==> src/rtl/imm_encoder_if.sv <==
// Handshake bundle between an immediate producer and imm_encoder: request side
// (imm, format select, base word) and encoded-word response side.
interface imm_encoder_if #(
  parameter int INSTR_WIDTH = 32
);
  logic                   in_valid;
  logic                   in_ready;
  logic [INSTR_WIDTH-1:0] imm;
  logic [1:0]             imm_src;
  logic [INSTR_WIDTH-1:0] base;
  logic                   out_valid;
  logic                   out_ready;
  logic [INSTR_WIDTH-1:0] instr;
  logic                   out_err;

  modport master (
    output in_valid, imm, imm_src, base, out_ready,
    input  in_ready, out_valid, instr, out_err
  );

  modport slave (
    input  in_valid, imm, imm_src, base, out_ready,
    output in_ready, out_valid, instr, out_err
  );
endinterface

==> src/rtl/imm_encoder.sv <==
// Scatters a signed immediate into an RV32I I/S/B/J word and flags range/alignment errors.
// Latency: 2 cycles (stage A pack register, stage B output register), 1 word/cycle.
// Backpressure: 2-entry elastic pipe, in_ready falls only when both stages are full.
// Optional IMM_ENC_ERRCNT_EN adds a saturating err_count of delivered error words.
module imm_encoder #(
  parameter int INSTR_WIDTH = 32
) (
  input  logic         clk,
  input  logic         rst_n,
  imm_encoder_if.slave bus
`ifdef IMM_ENC_ERRCNT_EN
  ,
  output logic [15:0]  err_count
`endif
);

  typedef struct packed {
    logic [INSTR_WIDTH-1:0] word;
    logic                   err;
  } enc_t;

  localparam logic [1:0] FMT_I = 2'b00;
  localparam logic [1:0] FMT_S = 2'b01;
  localparam logic [1:0] FMT_B = 2'b10;
  localparam logic [1:0] FMT_J = 2'b11;

  logic [INSTR_WIDTH-1:0] imm;
  enc_t                   enc;

  enc_t a_q, a_d;
  enc_t b_q, b_d;
  logic a_vld_q, a_vld_d;
  logic b_vld_q, b_vld_d;
  logic adv_b;
  logic in_hs;

  assign imm = bus.imm;

  // The range check is "sign-extending the truncated field gives back imm".
  always_comb begin
    enc.word = bus.base;
    enc.err  = 1'b0;
    case (bus.imm_src)
      FMT_I: begin
        enc.word[31:20] = imm[11:0];
        enc.err         = (imm != {{20{imm[11]}}, imm[11:0]});
      end
      FMT_S: begin
        enc.word[31:25] = imm[11:5];
        enc.word[11:7]  = imm[4:0];
        enc.err         = (imm != {{20{imm[11]}}, imm[11:0]});
      end
      FMT_B: begin
        enc.word[31]    = imm[12];
        enc.word[30:25] = imm[10:5];
        enc.word[11:8]  = imm[4:1];
        enc.word[7]     = imm[11];
        enc.err         = (imm != {{19{imm[12]}}, imm[12:0]}) || imm[0];
      end
      default: begin
        enc.word[31]    = imm[20];
        enc.word[30:21] = imm[10:1];
        enc.word[20]    = imm[11];
        enc.word[19:12] = imm[19:12];
        enc.err         = (imm != {{11{imm[20]}}, imm[20:0]}) || imm[0];
      end
    endcase
  end

  assign adv_b        = !b_vld_q || bus.out_ready;
  assign bus.in_ready = !a_vld_q || adv_b;
  assign in_hs        = bus.in_valid && bus.in_ready;

  always_comb begin
    a_d     = a_q;
    a_vld_d = a_vld_q;
    b_d     = b_q;
    b_vld_d = b_vld_q;
    if (adv_b) begin
      b_vld_d = a_vld_q;
      if (a_vld_q) begin
        b_d = a_q;
      end
    end
    // A empties when B takes it, unless a new word lands in the same edge.
    if (in_hs) begin
      a_d     = enc;
      a_vld_d = 1'b1;
    end else if (adv_b) begin
      a_vld_d = 1'b0;
    end
  end

  always_ff @(posedge clk or negedge rst_n) begin
    if (!rst_n) begin
      a_q     <= '0;
      a_vld_q <= 1'b0;
      b_q     <= '0;
      b_vld_q <= 1'b0;
    end else begin
      a_q     <= a_d;
      a_vld_q <= a_vld_d;
      b_q     <= b_d;
      b_vld_q <= b_vld_d;
    end
  end

  assign bus.out_valid = b_vld_q;
  assign bus.instr     = b_q.word;
  assign bus.out_err   = b_q.err;

`ifdef IMM_ENC_ERRCNT_EN
  logic [15:0] err_cnt_q, err_cnt_d;

  always_comb begin
    err_cnt_d = err_cnt_q;
    if (b_vld_q && bus.out_ready && b_q.err && (err_cnt_q != 16'hFFFF)) begin
      err_cnt_d = err_cnt_q + 16'd1;
    end
  end

  always_ff @(posedge clk or negedge rst_n) begin
    if (!rst_n) begin
      err_cnt_q <= 16'd0;
    end else begin
      err_cnt_q <= err_cnt_d;
    end
  end

  assign err_count = err_cnt_q;
`endif

endmodule

==> src/flat_wrapper.sv <==
// flat-port wrapper written by rule: the top's interface ports become plain ports
module imm_encoder_flat 
#(
  parameter int INSTR_WIDTH = 32
)
  (clk, rst_n, bus_in_valid, bus_imm, bus_imm_src, bus_base, bus_out_ready, bus_in_ready, bus_out_valid, bus_instr, bus_out_err);
  imm_encoder_if #(.INSTR_WIDTH(INSTR_WIDTH)) bus_i ();
  input  logic clk;
  input  logic rst_n;
  input wire logic [$bits(bus_i.in_valid)-1:0] bus_in_valid;
  input wire logic [$bits(bus_i.imm)-1:0] bus_imm;
  input wire logic [$bits(bus_i.imm_src)-1:0] bus_imm_src;
  input wire logic [$bits(bus_i.base)-1:0] bus_base;
  input wire logic [$bits(bus_i.out_ready)-1:0] bus_out_ready;
  output wire logic [$bits(bus_i.in_ready)-1:0] bus_in_ready;
  output wire logic [$bits(bus_i.out_valid)-1:0] bus_out_valid;
  output wire logic [$bits(bus_i.instr)-1:0] bus_instr;
  output wire logic [$bits(bus_i.out_err)-1:0] bus_out_err;
  assign bus_i.in_valid = bus_in_valid;
  assign bus_i.imm = bus_imm;
  assign bus_i.imm_src = bus_imm_src;
  assign bus_i.base = bus_base;
  assign bus_i.out_ready = bus_out_ready;
  assign bus_in_ready = bus_i.in_ready;
  assign bus_out_valid = bus_i.out_valid;
  assign bus_instr = bus_i.instr;
  assign bus_out_err = bus_i.out_err;
  imm_encoder #(.INSTR_WIDTH(INSTR_WIDTH)) u_core (.clk(clk), .rst_n(rst_n), .bus(bus_i));
endmodule
==> config.mk <==
export PLATFORM = sky130hd
export DESIGN_NAME = imm_encoder_flat
export DESIGN_NICKNAME = d
export VERILOG_FILES = /design/src/rtl/imm_encoder_if.sv /design/src/rtl/imm_encoder.sv /design/src/flat_wrapper.sv
export SDC_FILE = /design/constraint.sdc
export NUM_CORES = 1
export LEC_CHECK = 0
export CORE_ASPECT_RATIO = 0.9
export CORE_MARGIN = 1.5
export CORE_UTILIZATION = 45
export DETAILED_ROUTE_END_ITERATION = 10
export PLACE_DENSITY = 0.86
export SLEW_MARGIN = 25
export SYNTH_ARGS = -nofsm -noshare
export SYNTH_HDL_FRONTEND = slang
export SYNTH_SLANG_ARGS = --single-unit
==> constraint.sdc <==
create_clock -name clk -period 1.56 [get_ports clk]
set_input_delay 0.312 -clock clk [delete_from_list [all_inputs] [get_ports clk]]
set_output_delay 0.312 -clock clk [all_outputs]
set_load 0.02 [all_outputs]
==> results.yml, run 1 <==
critical_path:
  worstPathBufferInverterCount: 1
  cp_max_fo: 3
  category_of_the_worst_setup_path_launch_point: "input port"
  arrival_ps: 1790
  slowest_stage: "sky130_fd_sc_hd__clkdlybuf4s50_1"
  start_point_of_the_critical_path: "bus_imm[21]"
  regToRegSetupSlack_ps: 130
  critical_path_cell_count: 6
  endpoint_kind: "register"
  path_cells: "clkdlybuf4s50_1 > or3_4 > nor4_2 > nand2b_1 > a211oi_2 > a311oi_1"
  endpoint_required_time_on_the_critical_path_ps: 1770
  path_class: "in2reg"
  slowest_delay_ps: 420
  cp_top_family: "simple AND/OR/NAND/NOR gates"
  reg2reg_to: "u_core.a_q[0]"
  ff2ff_path_depth: 6
  timing.critical_path.to: "u_core.a_q[0]"
  reg2reg_from: "u_core.a_vld_q"
final_layout:
  areaGrowthSynthToFinish_pct: 50.5
  drive_above_1_share: 0.285
  num-nets-final: 438
  n_antenna_cell: 0
die:
  die_height_microns: 79.9
  ios: 105
  core_sq_um: 6220
  floorplan.die_area_sq_um: 7060
  std_cell_rows: 27
  die_x_microns: 88.4
  initial_utilization: 0.475
sta:
  grt_setup_unrepaired: "yes"
  max_clock_freq_ghz: 0.634
  fin_worst_skew_ps: 4.78
  slew-limit-headroom: 0.666
  final_worst_path_period_share: 1.01
  tightest_slew_ps: 501
  setup_violations: 1
  final.setup.tns_ps: -18.0
  layout_setup_ws_ps: -18.0
  min_period_ps: 1580
  report.final.slew_viol_count: 0
  final_hold_viol_count: 0
power:
  leakage_power_nw: 2.00
  switching_share: 0.301
  sequentialPowerShare: 0.447
  max-vdd-ir-drop_mv: 0.772
  power.internal_mw: 3.56
  power_frac_clock: 0.276
  power.share.combinational: 0.277
  switching_power_mw: 1.54
  p_per_area_nw_per_um2: 1150
synth:
  synth_area_in_compound_gates: 0.0834
  ys_seq_elements: 68
  syn_inst: 236
  synth_largest_type_area_fraction: 0.576
  synth.yosys.warnings: 0
  synth-adder-area-share: 0.0169
  synth_flop_cell: "sky130_fd_sc_hd__dfrtp_1"
  synth_top_family_by_area: "multiplexers"
  net_count_of_the_mapped_netlist: 310
  post_synthesis_xor_xnor_area_fraction: 0
  synth.most_common_cell: "sky130_fd_sc_hd__dfrtp_1"
  synth_cell_types: 32
  post_synthesis_mux_area_share: 0.206
  synth_simple_gate_area_frac: 0.0995
  synth.cells.most_frequent: "68 x sky130_fd_sc_hd__dfrtp_1, 46 x sky130_fd_sc_hd__mux2_2, 22 x sky130_fd_sc_hd__nand2_1"
  synthesis.area_sq_um: 2950
  synth-async-reset-ratio: 1.00
  netlist_top_cells_area: "sky130_fd_sc_hd__dfrtp_1 58%, sky130_fd_sc_hd__mux2_2 18%, sky130_fd_sc_hd__o21ai_0 3.6%, sky130_fd_sc_hd__mux2i_1 3.0%, sky130_fd_sc_hd__nand2_1 2.8%"
  synth_top_area_cell: "sky130_fd_sc_hd__dfrtp_1"
  yosysSeqAreaShare: 0.576
  synthesis.area_per_instance_sq_um: 12.5
  number_of_enable_flip_flop_cells_after_synthesis: 0
route:
  drc: 0
  wire_per_inst_microns: 15.5
  drt-vias-per-instance: 5.14
  routed_wirelength_microns: 7050
  num_vias: 2345
  first_iter_violations: 76
  drt_first_pass_iters: 4
  drtAntennaViolNets: 0
placed_design:
  port_buffers: 97
  preCtsSetupSlack_ps: -609
  dpl.hpwl_microns: 5280
  globalplace.congestion: 0.783
clock_network:
  cts_tree: "built"
  cell_at_the_root_of_the_clock_tree: "sky130_fd_sc_hd__clkbuf_8"
  clock_sinks: 68
  tritoncts_buffer_count: 9
  cts-root-to-sink-buffers: 2
  path_clk_slew_ps: 70
  ctsHtreeMaxLevel: 3
  clkLatencyLatePin_ps: 340
outcome:
  run_status: "finished, violations left"
  failed_checks: "setup timing"
grt:
  grt_max_degree: 33
  first_pass_grt_wire_length_microns: 11100
  global_route.usage.met2: 0.369
  grt-ovfl-total: 0
  groute.layer.met1.usage: 0.238
  grt_busiest_layer: "met2"
  grt_usage: 0.211
  via_count_of_the_first_global_routing_pass: 2383
  met3_usage: 0.0858
  number_of_antenna_violations_at_the_first_check_in_global_routing: 0
min_path:
  holdCritPathClass: "in2reg"
run:
  timing.max_cap.violations: 0
==> placed cells by master, fill, tap and decap left out, types with 2 or more instances in the layout <==
master                            instances
sky130_fd_sc_hd__dfrtp_1                 68
sky130_fd_sc_hd__mux2_2                  46
sky130_fd_sc_hd__dlygate4sd2_1           46
sky130_fd_sc_hd__clkdlybuf4s50_1         44
sky130_fd_sc_hd__buf_4                   23
sky130_fd_sc_hd__nand2_1                 22
sky130_fd_sc_hd__o21ai_0                 20
sky130_fd_sc_hd__clkbuf_8                 9
sky130_fd_sc_hd__mux2i_1                  8
sky130_fd_sc_hd__a22oi_1                  7
sky130_fd_sc_hd__a21oi_1                  6
sky130_fd_sc_hd__nor2_1                   5
sky130_fd_sc_hd__buf_12                   5
sky130_fd_sc_hd__inv_1                    4
sky130_fd_sc_hd__nand2b_1                 4
sky130_fd_sc_hd__nand4_1                  4
sky130_fd_sc_hd__or4_4                    4
sky130_fd_sc_hd__nor2b_1                  4
sky130_fd_sc_hd__ha_1                     4
sky130_fd_sc_hd__nor4_1                   3
sky130_fd_sc_hd__clkdlybuf4s15_1          3
sky130_fd_sc_hd__nor3_1                   2
sky130_fd_sc_hd__clkinvlp_4               2
sky130_fd_sc_hd__clkinv_2                 2
sky130_fd_sc_hd__dlymetal6s2s_1           2
==> layout make-up <==
cell class	instances	area (sq um)
fillers	490	1770
inverters	4	15.0
flip-flops and latches	68	1700
multi-input cells	155	1240
well taps	87	109
clock buffers	10	128
clock inverters	6	63.8
repair buffers	126	1190
==> routing by layer <==
| metal | vias to the layer above | routed length [microns] |
|---|---|---|
| met5 | - | 0 |
| met3 | 10 | 583 |
| met2 | 87 | 3570 |
| met4 | 0 | 78 |
| li1 | 1110 | - |
| met1 | 1138 | 2820 |
==> how the worst min path moves through the flow <==
stage / start / endpoint / slack, ps / cells past startpoint
5_1_grt: bus_imm[15] / u_core.a_q[16] / 480 / 3
3_3_place_gp: rst_n / u_core.a_q[31] / 290 / 1
6_report: bus_imm[13] / u_core.a_q[14] / 450 / 3
3_5_place_dp: rst_n / u_core.a_q[31] / 290 / 1
2_1_floorplan: rst_n / u_core.a_q[0] / 20 / 0
4_1_cts: rst_n / u_core.bus.instr[21] / 450 / 2
==> through the flow <==
step                std cells  utilization  hold WS [ps]  total power [mW]  area [sq um]
floorplan                 236            -          16.4              3.03          2960
global placement          439        0.687           286              3.85          4270
detailed placement        439        0.687           292              3.91          4270
CTS                       456        0.713           449              5.16          4430
global route              456        0.715           475              5.37          4450
finish                    456        0.715           455              5.10          4450
==> registers in the layout (all words and copies together) (netlist names) <==
signal	cells
u_core.a_vld_q	1
u_core.a_q	33
u_core.bus.out_valid	1
u_core.bus.instr	32
u_core.bus.out_err	1
==> tightest hold or removal path: cells and delay by family <==
kind,cells,cell delay (ps)
AO/OA/AOI/OAI,1,150
buffers and inverters,1,210
multiplexers,1,90
==> power groups by stage <==
| stage | registers [mW] | clock network, mW | logic [mW] |
|---|---|---|---|
| after global routing | 2.32 | 1.52 | 1.53 |
| final | 2.28 | 1.41 | 1.41 |
| after floorplan | 2.57 | 0 | 0.458 |
| after detailed placement | 2.33 | 0 | 1.59 |
| after CTS | 2.28 | 1.44 | 1.43 |
| after global placement | 2.30 | 0 | 1.55 |
==> logic make-up after synthesis <==
logic type,after synthesis
adder cells (fa/ha/maj),4
AO/OA/AOI/OAI,41
multiplexers,55
AND/OR/NAND/NOR,55
buffers and inverters,13
flip-flops,68
==> repair_timing <==
action,in CTS,in global routing
hold buffers,1,0
gates resized for setup,59,7
endpoints found under the hold margin,17,0
endpoints found under the setup margin,36,7
pin swaps,8,3
buffers inserted,0,0
Note: power is estimated with default switching activity, not from simulation.
==> run 2, diff against run 1 <==
--- a/config.mk
+++ b/config.mk
@@ -5,6 +5,7 @@
 export SDC_FILE = /design/constraint.sdc
 export NUM_CORES = 1
 export LEC_CHECK = 0
+export ABC_CLOCK_PERIOD_IN_PS = 1560
 export CORE_ASPECT_RATIO = 0.9
 export CORE_MARGIN = 1.5
 export CORE_UTILIZATION = 45
==> results of run 2 <==
Same layout as run 1: the final DEF is identical, and so are final timing and power.
==> run 3, diff against run 2 <==
--- a/config.mk
+++ b/config.mk
@@ -10,7 +10,8 @@
 export CORE_MARGIN = 1.5
 export CORE_UTILIZATION = 45
 export DETAILED_ROUTE_END_ITERATION = 10
-export PLACE_DENSITY = 0.86
+export DONT_BUFFER_PORTS = 1
+export PLACE_DENSITY = 0.66
 export SLEW_MARGIN = 25
 export SYNTH_ARGS = -nofsm -noshare
 export SYNTH_HDL_FRONTEND = slang
==> results.yml, run 3 (synthesized netlist as in run 1, its figures left out) <==
die:
  die_x_microns: 88.4
  ios: 105
  die_height_microns: 79.9
  std_cell_rows: 27
  core_sq_um: 6220
  floorplan.die_area_sq_um: 7060
  initial_utilization: 0.475
clock_network:
  postCtsSetupRepairBufs: 0
  clkLatencyLatePin_ps: 340
  clock_sinks: 68
  cts_resized: 0
  cell_at_the_root_of_the_clock_tree: "sky130_fd_sc_hd__clkbuf_8"
  cts_tree: "built"
  ctsHtreeMaxLevel: 3
  tritoncts_buffer_count: 9
  cts-root-to-sink-buffers: 2
  path_clk_slew_ps: 80
final_layout:
  drive_above_1_share: 0.301
  largest_register_ff_count: 33
  multi_input_area_sq_um: 1210
  max_flop_register: "u_core.a_q"
  most_used_cells_in_the_layout_excluding_fill_and_tap_cells: "68 x sky130_fd_sc_hd__dfrtp_1, 46 x sky130_fd_sc_hd__mux2_2, 22 x sky130_fd_sc_hd__nand2_1"
  n_antenna_cell: 0
  areaGrowthSynthToFinish_pct: 11.8
  final_area_sq_um: 3300
  mostFrequentLayoutCell: "sky130_fd_sc_hd__dfrtp_1"
  stdcell_count: 336
  layout.area.seq_sq_um: 1700
  post-route-util: 0.531
  num-nets-final: 318
  final.fill_count: 578
grt:
  grt_usage: 0.184
  number_of_antenna_violations_at_the_first_check_in_global_routing: 1
  grt_max_degree: 69
  via_count_of_the_first_global_routing_pass: 1969
  grt-ovfl-total: 0
  first_pass_grt_wire_length_microns: 9640
sta:
  fin_worst_skew_ps: 6.37
  fin_hold_ws_ps: -337
  layout_setup_ws_ps: 141
  grt_setup_unrepaired: "no"
  setup_violations: 0
  min_period_ps: 1420
  final_worst_path_period_share: 0.909
  max_clock_freq_ghz: 0.705
  tightest_slew_ps: 310
  report.final.slew_viol_count: 0
  final_hold_viol_count: 68
  slew-limit-headroom: 0.793
  final.setup.tns_ps: 0
power:
  max-vdd-ir-drop_mv: 0.629
  leakage_power_nw: 1.41
  total_power_mw: 4.58
  p_per_area_nw_per_um2: 1390
critical_path:
  ff2ff_path_depth: 4
  regToRegSetupSlack_ps: 140
  reg2reg_from: "u_core.bus.out_valid"
  cp_max_fo: 53
  category_of_the_worst_setup_path_launch_point: "register"
  path_class: "reg2reg"
  endpoint_kind: "register"
  arrival_ps: 1640
  reg2reg_to: "u_core.a_q[2]"
  start_point_of_the_critical_path: "u_core.bus.out_valid"
  endpoint_required_time_on_the_critical_path_ps: 1780
route:
  drtAntennaViolNets: 0
  first_iter_violations: 53
  wire_per_inst_microns: 17.5
  drt_first_pass_iters: 4
  routed_wirelength_microns: 5890
  drc: 0
  drt-vias-per-instance: 5.54
  num_vias: 1861
outcome:
  failed_checks: "hold timing"
  run_status: "finished, violations left"
placed_design:
  placed_cells_incl_taps: 320
  preCtsSetupSlack_ps: -107
  port_buffers: 0
  dpl.hpwl_microns: 4260
  globalplace.congestion: 0.872
  placed_cell_area_sq_um: 3100
run:
  timing.max_cap.violations: 0
min_path:
  holdCritPathClass: "in2async"
-- run 3: changes by cell type in the layout (fill, tap and decap cells not counted), sizes merged --
| cell | delta |
|---|---|
| dlygate4sd2 | -46 |
| clkdlybuf4s50 | -44 |
| buf | -23 |
| clkdlybuf4s15 | -3 |
| clkinv | +3 |
| clkbuf | -2 |
| clkinvlp | -2 |
| dlymetal6s2s | -2 |
| dlygate4sd3 | -1 |
-- run 3: critical path, stage by stage, from the launching register on --
cell and delay, ps:
sky130_fd_sc_hd__dfrtp_1 420, sky130_fd_sc_hd__nand3b_4 150, sky130_fd_sc_hd__nand2_2 120, sky130_fd_sc_hd__buf_12 240, sky130_fd_sc_hd__mux2_2 370
-- run 3: cell type report --
class,instances,share of cell area
Timing Repair Buffer,6,0.0212
Sequential cell,68,0.515
Clock inverter,7,0.0227
Multi-Input combinational cell,155,0.366
Inverter,4,0.00455
Tap cell,87,0.0330
Clock buffer,9,0.0375
-- run 3: worst max path at each step --
stage / end / slack, ps
after floorplan: u_core.a_q[0] / 7
after global placement: u_core.a_q[0] / -80
after global routing: u_core.a_q[3] / 60
final: u_core.a_q[2] / 140
after CTS: u_core.a_q[2] / 120
after detailed placement: u_core.a_q[0] / -110
-- run 3: layer usage --
metal / up-vias / track usage / share of wire
met5: - / 0 / 0.0022
met1: 896 / 0.217 / 0.42
li1: 870 / - / -
met2: 73 / 0.273 / 0.45
met3: 20 / 0.0972 / 0.10
met4: 2 / 0.0891 / 0.029
-- run 3: power by group --
part / leakage, nW / total, mW / switching, mW / internal (mW)
sequential: 0.819 / 2.60 / 0.495 / 2.11
clock: 0.104 / 1.43 / 0.686 / 0.746
combinational: 0.486 / 0.545 / 0.218 / 0.327
total: 1.41 / 4.58 / 1.40 / 3.18
